===== src/rtl/logic_gate_tester_pkg.sv =====
// Shared types and constants for the logic gate tester.
package logic_gate_tester_pkg;

    // Sequencer states.
    typedef enum logic [1:0] {
        StIdle   = 2'd0,
        StSettle = 2'd1,
        StDone   = 2'd2
    } state_e;

    // Truth tables for the tutorial gate set; bit index = {A,B}.
    localparam logic [3:0] TT_AND  = 4'b1000;
    localparam logic [3:0] TT_NAND = 4'b0111;
    localparam logic [3:0] TT_OR   = 4'b1110;
    localparam logic [3:0] TT_NOR  = 4'b0001;
    localparam logic [3:0] TT_XOR  = 4'b0110;
    localparam logic [3:0] TT_XNOR = 4'b1001;

    // Expected gate output for input vector {A,B}.
    function automatic logic expected_out(input logic [3:0] tt, input logic [1:0] vec);
        return tt[vec];
    endfunction

endpackage


===== src/rtl/logic_gate_tester_if.sv =====
// Control, gate and status signals between the test controller and the tester.
interface logic_gate_tester_if #(
    parameter int unsigned CNT_W = 8
);
    logic             start;
    logic             abort;
    logic             gate_o;
    logic             gate_a;
    logic             gate_b;
    logic             busy;
    logic             done;
    logic             pass;
    logic [3:0]       fail_mask;
    logic [CNT_W-1:0] err_count;

    // Controller side; also supplies the gate output back to the tester.
    modport master (
        output start, abort, gate_o,
        input  gate_a, gate_b, busy, done, pass, fail_mask, err_count
    );

    // Tester side.
    modport slave (
        input  start, abort, gate_o,
        output gate_a, gate_b, busy, done, pass, fail_mask, err_count
    );
endinterface


===== src/rtl/logic_gate_tester_sat_counter.sv =====
// Saturating up-counter with synchronous clear; clear has priority over increment.
module sat_counter #(
    parameter int unsigned Width = 8
) (
    input  logic             clk,
    input  logic             reset,
    input  logic             clr_i,
    input  logic             inc_i,
    output logic [Width-1:0] count_o
);
    logic [Width-1:0] count_q, count_d;

    // Next count: clear, or increment unless already at all-ones.
    always_comb begin
        count_d = count_q;
        if (clr_i) begin
            count_d = '0;
        end else if (inc_i && (count_q != '1)) begin
            count_d = count_q + Width'(1);
        end
    end

    // Count register.
    always_ff @(posedge clk or posedge reset) begin
        if (reset) begin
            count_q <= '0;
        end else begin
            count_q <= count_d;
        end
    end

    assign count_o = count_q;
endmodule


===== src/rtl/logic_gate_tester.sv =====
// Sweeps a 2-input gate through all input vectors, checks it against a truth table
// and reports a failure mask, saturating error count and pass/done status.
module logic_gate_tester
    import logic_gate_tester_pkg::*;
#(
    parameter logic [3:0]  TRUTH_TABLE   = TT_NAND,
    parameter int unsigned SETTLE_CYCLES = 4,
    parameter int unsigned PASSES        = 2,
    parameter int unsigned CNT_W         = 8
) (
    input logic               clk,
    input logic               reset,
    logic_gate_tester_if.slave bus
);
    localparam int unsigned SW = (SETTLE_CYCLES > 1) ? $clog2(SETTLE_CYCLES) : 1;
    localparam int unsigned PW = (PASSES > 1) ? $clog2(PASSES) : 1;
    localparam logic [SW-1:0] SettleLast = SW'(SETTLE_CYCLES - 1);
    localparam logic [PW-1:0] PassLast   = PW'(PASSES - 1);

    state_e           state_q, state_d;
    logic [1:0]       vec_q, vec_d;
    logic [SW-1:0]    settle_q, settle_d;
    logic [PW-1:0]    pcnt_q, pcnt_d;
    logic             busy_q, busy_d;
    logic             done_q, done_d;
    logic             pass_q, pass_d;
    logic [3:0]       mask_q, mask_d;
    logic             err_clr, err_inc;
    logic [CNT_W-1:0] err_count;

    logic sample_en;
    logic last_sample;
    logic mismatch;

    // Sample on the final cycle of each vector hold unless the run is being aborted.
    assign sample_en   = (state_q == StSettle) && !bus.abort && (settle_q == SettleLast);
    assign last_sample = sample_en && (vec_q == 2'b11) && (pcnt_q == PassLast);
    assign mismatch    = (bus.gate_o != expected_out(TRUTH_TABLE, vec_q));

    // State register.
    always_ff @(posedge clk or posedge reset) begin
        if (reset) begin
            state_q <= StIdle;
        end else begin
            state_q <= state_d;
        end
    end

    // Next-state logic.
    always_comb begin
        state_d = state_q;
        unique case (state_q)
            StIdle:   if (bus.start) state_d = StSettle;
            StSettle: begin
                if (bus.abort) begin
                    state_d = StIdle;
                end else if (last_sample) begin
                    state_d = StDone;
                end
            end
            StDone:   state_d = StIdle;
            default:  state_d = StIdle;
        endcase
    end

    // Next values of the vector/settle/pass counters and the registered outputs.
    always_comb begin
        vec_d    = vec_q;
        settle_d = settle_q;
        pcnt_d   = pcnt_q;
        busy_d   = busy_q;
        done_d   = 1'b0;
        pass_d   = pass_q;
        mask_d   = mask_q;
        err_clr  = 1'b0;
        err_inc  = 1'b0;
        unique case (state_q)
            StIdle: begin
                if (bus.start) begin
                    busy_d   = 1'b1;
                    vec_d    = 2'b00;
                    settle_d = '0;
                    pcnt_d   = '0;
                    mask_d   = 4'b0000;
                    err_clr  = 1'b1;
                    pass_d   = 1'b0;
                end
            end
            StSettle: begin
                if (bus.abort) begin
                    // Partial mask and count are kept for inspection.
                    busy_d   = 1'b0;
                    vec_d    = 2'b00;
                    settle_d = '0;
                    pcnt_d   = '0;
                    pass_d   = 1'b0;
                end else if (sample_en) begin
                    if (mismatch) begin
                        mask_d[vec_q] = 1'b1;
                        err_inc       = 1'b1;
                    end
                    settle_d = '0;
                    vec_d    = vec_q + 2'd1;
                    if (vec_q == 2'b11) begin
                        pcnt_d = (pcnt_q == PassLast) ? '0 : pcnt_q + PW'(1);
                    end
                end else begin
                    settle_d = settle_q + SW'(1);
                end
            end
            StDone: begin
                // err_count already includes the final sample here.
                done_d = 1'b1;
                busy_d = 1'b0;
                vec_d  = 2'b00;
                pass_d = (err_count == '0);
            end
            default: begin
                busy_d = 1'b0;
                vec_d  = 2'b00;
            end
        endcase
    end

    // Datapath and output registers.
    always_ff @(posedge clk or posedge reset) begin
        if (reset) begin
            vec_q    <= 2'b00;
            settle_q <= '0;
            pcnt_q   <= '0;
            busy_q   <= 1'b0;
            done_q   <= 1'b0;
            pass_q   <= 1'b0;
            mask_q   <= 4'b0000;
        end else begin
            vec_q    <= vec_d;
            settle_q <= settle_d;
            pcnt_q   <= pcnt_d;
            busy_q   <= busy_d;
            done_q   <= done_d;
            pass_q   <= pass_d;
            mask_q   <= mask_d;
        end
    end

    sat_counter #(
        .Width (CNT_W)
    ) u_err_cnt (
        .clk     (clk),
        .reset   (reset),
        .clr_i   (err_clr),
        .inc_i   (err_inc),
        .count_o (err_count)
    );

    assign bus.gate_a    = vec_q[1];
    assign bus.gate_b    = vec_q[0];
    assign bus.busy      = busy_q;
    assign bus.done      = done_q;
    assign bus.pass      = pass_q;
    assign bus.fail_mask = mask_q;
    assign bus.err_count = err_count;
endmodule


===== src/flat_wrapper.sv =====
// flat-port wrapper written by rule: the top's interface ports become plain ports
module logic_gate_tester_flat import logic_gate_tester_pkg::*;
#(
    parameter logic [3:0]  TRUTH_TABLE   = TT_NAND,
    parameter int unsigned SETTLE_CYCLES = 4,
    parameter int unsigned PASSES        = 2,
    parameter int unsigned CNT_W         = 8
)
  (clk, reset, bus_start, bus_abort, bus_gate_o, bus_gate_a, bus_gate_b, bus_busy, bus_done, bus_pass, bus_fail_mask, bus_err_count);
  logic_gate_tester_if #(.CNT_W(CNT_W)) bus_i ();
  input logic clk;
  input logic reset;
  input wire logic [$bits(bus_i.start)-1:0] bus_start;
  input wire logic [$bits(bus_i.abort)-1:0] bus_abort;
  input wire logic [$bits(bus_i.gate_o)-1:0] bus_gate_o;
  output wire logic [$bits(bus_i.gate_a)-1:0] bus_gate_a;
  output wire logic [$bits(bus_i.gate_b)-1:0] bus_gate_b;
  output wire logic [$bits(bus_i.busy)-1:0] bus_busy;
  output wire logic [$bits(bus_i.done)-1:0] bus_done;
  output wire logic [$bits(bus_i.pass)-1:0] bus_pass;
  output wire logic [$bits(bus_i.fail_mask)-1:0] bus_fail_mask;
  output wire logic [$bits(bus_i.err_count)-1:0] bus_err_count;
  assign bus_i.start = bus_start;
  assign bus_i.abort = bus_abort;
  assign bus_i.gate_o = bus_gate_o;
  assign bus_gate_a = bus_i.gate_a;
  assign bus_gate_b = bus_i.gate_b;
  assign bus_busy = bus_i.busy;
  assign bus_done = bus_i.done;
  assign bus_pass = bus_i.pass;
  assign bus_fail_mask = bus_i.fail_mask;
  assign bus_err_count = bus_i.err_count;
  logic_gate_tester #(.TRUTH_TABLE(TRUTH_TABLE), .SETTLE_CYCLES(SETTLE_CYCLES), .PASSES(PASSES), .CNT_W(CNT_W)) u_core (.clk(clk), .reset(reset), .bus(bus_i));
endmodule

===== config.mk =====
export PLATFORM = sky130hd
export DESIGN_NAME = logic_gate_tester_flat
export DESIGN_NICKNAME = d
export VERILOG_FILES = /design/src/rtl/logic_gate_tester_pkg.sv /design/src/rtl/logic_gate_tester_if.sv /design/src/rtl/logic_gate_tester_sat_counter.sv /design/src/rtl/logic_gate_tester.sv /design/src/flat_wrapper.sv
export SDC_FILE = /design/constraint.sdc
export NUM_CORES = 1
export LEC_CHECK = 0
export CAP_MARGIN = 20
export CORE_MARGIN = 10
export CORE_UTILIZATION = 46
export DETAILED_ROUTE_END_ITERATION = 12
export GPL_TIMING_DRIVEN = 0
export PLACE_DENSITY = 0.72
export SYNTH_ARGS = -nofsm -noshare
export SYNTH_HDL_FRONTEND = slang
export SYNTH_HIERARCHICAL = 1
export SYNTH_SLANG_ARGS = --single-unit

===== constraint.sdc =====
create_clock -name clk -period 1.8 [get_ports clk]
set_input_delay 0.27 -clock clk [delete_from_list [all_inputs] [get_ports clk]]
set_output_delay 0.27 -clock clk [all_outputs]
set_load 0.02 [all_outputs]

==> impl_metrics.env <==
export IMPL_clk_latency_ns=0.33
export IMPL_grt_ovfl_total=0
export IMPL_r2r_slack_ns=0.01
export IMPL_place_congestion=0.821
export IMPL_final_core_util_pct=65.4
export IMPL_area_growth_pct=33.9
export IMPL_register_area_um2=556
export IMPL_drv_slew=0
export IMPL_grt_pass1_wl_um=5270
export IMPL_path_buf_inv=1
export IMPL_yosys_warnings=6
export IMPL_period_needed_ns=1.79
export IMPL_layout_drive_gt1_share_pct=24.7
export IMPL_finalClockSkew_ns=0.00498
export IMPL_vias_per_cell=5.67
export IMPL_rsz0062_at_grt="yes"
export IMPL_grt_max_degree=15
export IMPL_reg2regPathDepth=7
export IMPL_ioPinCount=22
export IMPL_path_clk_slew_ns=0.14
export IMPL_final_area_um2=1650
export IMPL_cts_htree_levels=1
export IMPL_core_um2=2520
export IMPL_cp_required_ns=2.03
export IMPL_clk_path_buf_depth=2
export IMPL_vias=1043
export IMPL_path_cells="ha_4 > xnor2_2 > and2_4 > nand4_1 > buf_4 > a21oi_2 > mux2_4"
export IMPL_synth_common_cells="22 x dfrtp_1, 9 x nor2_1, 8 x inv_1"
export IMPL_synthCells=120
export IMPL_final_setup_tns_ns=0
export IMPL_synth_seq_cells=22
export IMPL_setup_viol=0
export IMPL_nets=166
export IMPL_critPathArrivalTime_ns=2.02
export IMPL_cap_violations=0
export IMPL_postRouteAntennaNets=0
export IMPL_fin_crit_sh_pct=99.4
export IMPL_ys_flop_type="dfrtp_1"
export IMPL_synth_most_common_cell="dfrtp_1"
export IMPL_worstMarginPinSlew_ns=0.567
export IMPL_reg2reg_to="u_core/u_err_cnt/count_o[3]"
export IMPL_fillers=225
export IMPL_cts_made_buffers=3
export IMPL_max_freq_ghz=0.559
export IMPL_status="finished clean"
export IMPL_drc=0
export IMPL_asyncSetResetFlopFracSynth_pct=100
export IMPL_crit_path_end_kind="flip-flop"
export IMPL_synth_edf_count=0
export IMPL_clock_sinks=22
export IMPL_post_dp_hpwl_um=2140
export IMPL_postCtsHoldBufs=0
export IMPL_die_area_um2=5150
export IMPL_diodes=0
export IMPL_start_util_pct=48.9
export IMPL_grt_pass1_vias=1067
export IMPL_start_kind="flip-flop"
export IMPL_crit_cells=7
export IMPL_crit_family="flip-flops"
export IMPL_cts_tree="built"
export IMPL_ys_seq_area_share_pct=44.7
export IMPL_wl_um=3100
export IMPL_cp_max_fo=4
export IMPL_portBuffers=21
export IMPL_num_rows=18
export IMPL_r2r_start="u_core/vec_q[1]"
export IMPL_cp_slowest_cell="dfrtp_2"
export IMPL_synth_area_leaders="dfrtp_1 45%, ha_1 6.1%, mux2_4 4.9%"
export IMPL_synth_cell_types=40
export IMPL_p_leak_nw=0.779
export IMPL_avgSynthCellArea_um2=10.3
export IMPL_worst_ir_drop_vdd_mv=0.522
export IMPL_synth_fp_nets=131
export IMPL_drt_iter0_markers=60
export IMPL_syn_cell_area_um2=1230
export IMPL_powerDensity_nw_per_um2=644
export IMPL_multi_input_area_um2=653
export IMPL_hold_path_class="in2async"
export IMPL_yosysTopAreaCell="dfrtp_1"
export IMPL_cp_slowest_stage_delay_ns=0.46
export IMPL_synth_top_area_share_pct=44.7
export IMPL_critPathKind="reg2reg"
export IMPL_root_buffer="clkbuf_4"
export IMPL_place_area_um2=1500
export IMPL_die_h_um=71.8
export IMPL_relSlewSlack_pct=62.2
export IMPL_track_usage_pct=12.5
export IMPL_antenna_found_initial=0
export IMPL_routedWlPerCell_um=16.9
export IMPL_die_w_um=71.8
export IMPL_drtPass1Iterations=6
export IMPL_hold_viol_final=0
[sequential cells by signal, summed over array words and instances, names as in the netlist]
signal / count
u_core/vec_q: 2
u_core/bus.busy: 1
u_core/bus.pass: 1
u_core/u_err_cnt/count_o: 8
u_core/bus.done: 1
u_core/state_q: 2
u_core/settle_q: 2
u_core/pcnt_q: 1
u_core/bus.fail_mask: 4
[stage by stage]
step                      hold WS, ns  setup slack [ns]  total power, W  cells
after floorplan                0.0857           0.00450        0.000612    120
after global placement          0.464            -0.396        0.000652    171
after detailed placement        0.478            -0.416        0.000658    171
after CTS                       0.212           0.00795         0.00106    182
after global routing            0.236           -0.0933         0.00111    184
final                           0.212            0.0107         0.00106    184
[layout by cell type (no fill, tap or decap), drive strengths merged]
cell type      synthesis  final
dfrtp                 22     22
and3                   2      2
a21oi                  9      9
nor3                   2      2
nor4                   2      2
nor2b                  4      4
xnor2                  1      1
nand3                  6      6
nand2b                 3      3
and4                   1      1
o41ai                  1      1
dlymetal6s2s           0      2
nand2                  6      6
clkdlybuf4s50          0     19
nor3b                  1      1
mux2                   4      4
clkbuf                 1      3
inv                    8      8
o31ai                  1      1
or2b                   1      1
buf                    3     13
ha                     6      6
nor2                   9      9
and2                   1      1
o21bai                 1      1
and2b                  4      4
mux2i                  2      2
a22o                   3      3
o211a                  1      1
and4bb                 1      1
a21boi                 1      1
bufinv                 0      1
a211oi                 1      1
o21ai                  7      7
nand4b                 1      1
nand4                  2      2
a31oi                  1      1
o311a                  1      1
[worst reg2reg max path, delay by kind of cell, from the launching register on]
kind            cells  cell delay (ns)
compound gates      1             0.12
xor+xnor            1             0.14
fa+ha+maj           1             0.18
buf+inv             1             0.18
flops               1             0.46
mux                 1             0.31
simple gates        2             0.30
[how the worst max path moves through the flow]
stage | from | endpoint | slack (ns)
final | u_core/vec_q[1] | u_core/u_err_cnt/count_o[3] | 0.01
after global routing | u_core/settle_q[0] | u_core/u_err_cnt/count_o[7] | -0.09
after CTS | u_core/vec_q[0] | u_core/u_err_cnt/count_o[7] | 0.008
after detailed placement | bus_abort | u_core/u_err_cnt/count_o[5] | -0.42
after global placement | bus_abort | u_core/u_err_cnt/count_o[5] | -0.40
after floorplan | u_core/settle_q[0] | u_core/u_err_cnt/count_o[5] | 0.004
[power breakdown]
group / switching [W] / total [W] / internal, W / leakage, nW
logic: 0.0000781 / 0.000139 / 0.0000613 / 0.457
clock network: 0.000176 / 0.000401 / 0.000226 / 0.0279
registers: 0.0000123 / 0.000522 / 0.000510 / 0.294
[what timing repair did]
| item | 4_1_cts | 5_1_grt |
|---|---|---|
| endpoints found under the setup margin | 5 | 7 |
| setup buffers | 8 | 2 |
| resized for setup | 3 | 5 |
| hold endpoints to repair | 0 | 0 |
| pin swaps | 3 | 2 |
[cells by family after synthesis]
logic type / after synthesis / synth area share (%)
xor+xnor: 1 / 0.711
mux: 6 / 6.50
fa+ha+maj: 6 / 6.09
simple gates: 46 / 21.8
buf+inv: 12 / 4.97
flops: 22 / 44.7
compound gates: 27 / 15.2
[layout make-up]
| class | count | share of cell area (%) |
|---|---|---|
| Multi-Input combinational cell | 86 | 39.6 |
| Sequential cell | 22 | 33.7 |
| Timing Repair Buffer | 31 | 17.8 |
| Tap cell | 30 | 2.27 |
| Clock inverter | 1 | 1.82 |
| Inverter | 8 | 1.82 |
| Buffer | 3 | 1.67 |
| Clock buffer | 3 | 1.36 |
[routing by layer]
metal / wire length (um) / vias to the layer above / GRT usage, %
met3: 194 / 7 / 3.99
met5: 0 / - / 0
li1: - / 493 / -
met4: 65 / 0 / 6.02
met1: 1370 / 516 / 14.7
met2: 1470 / 27 / 20.1
No activity file was read; power rests on OpenSTA's default activity.
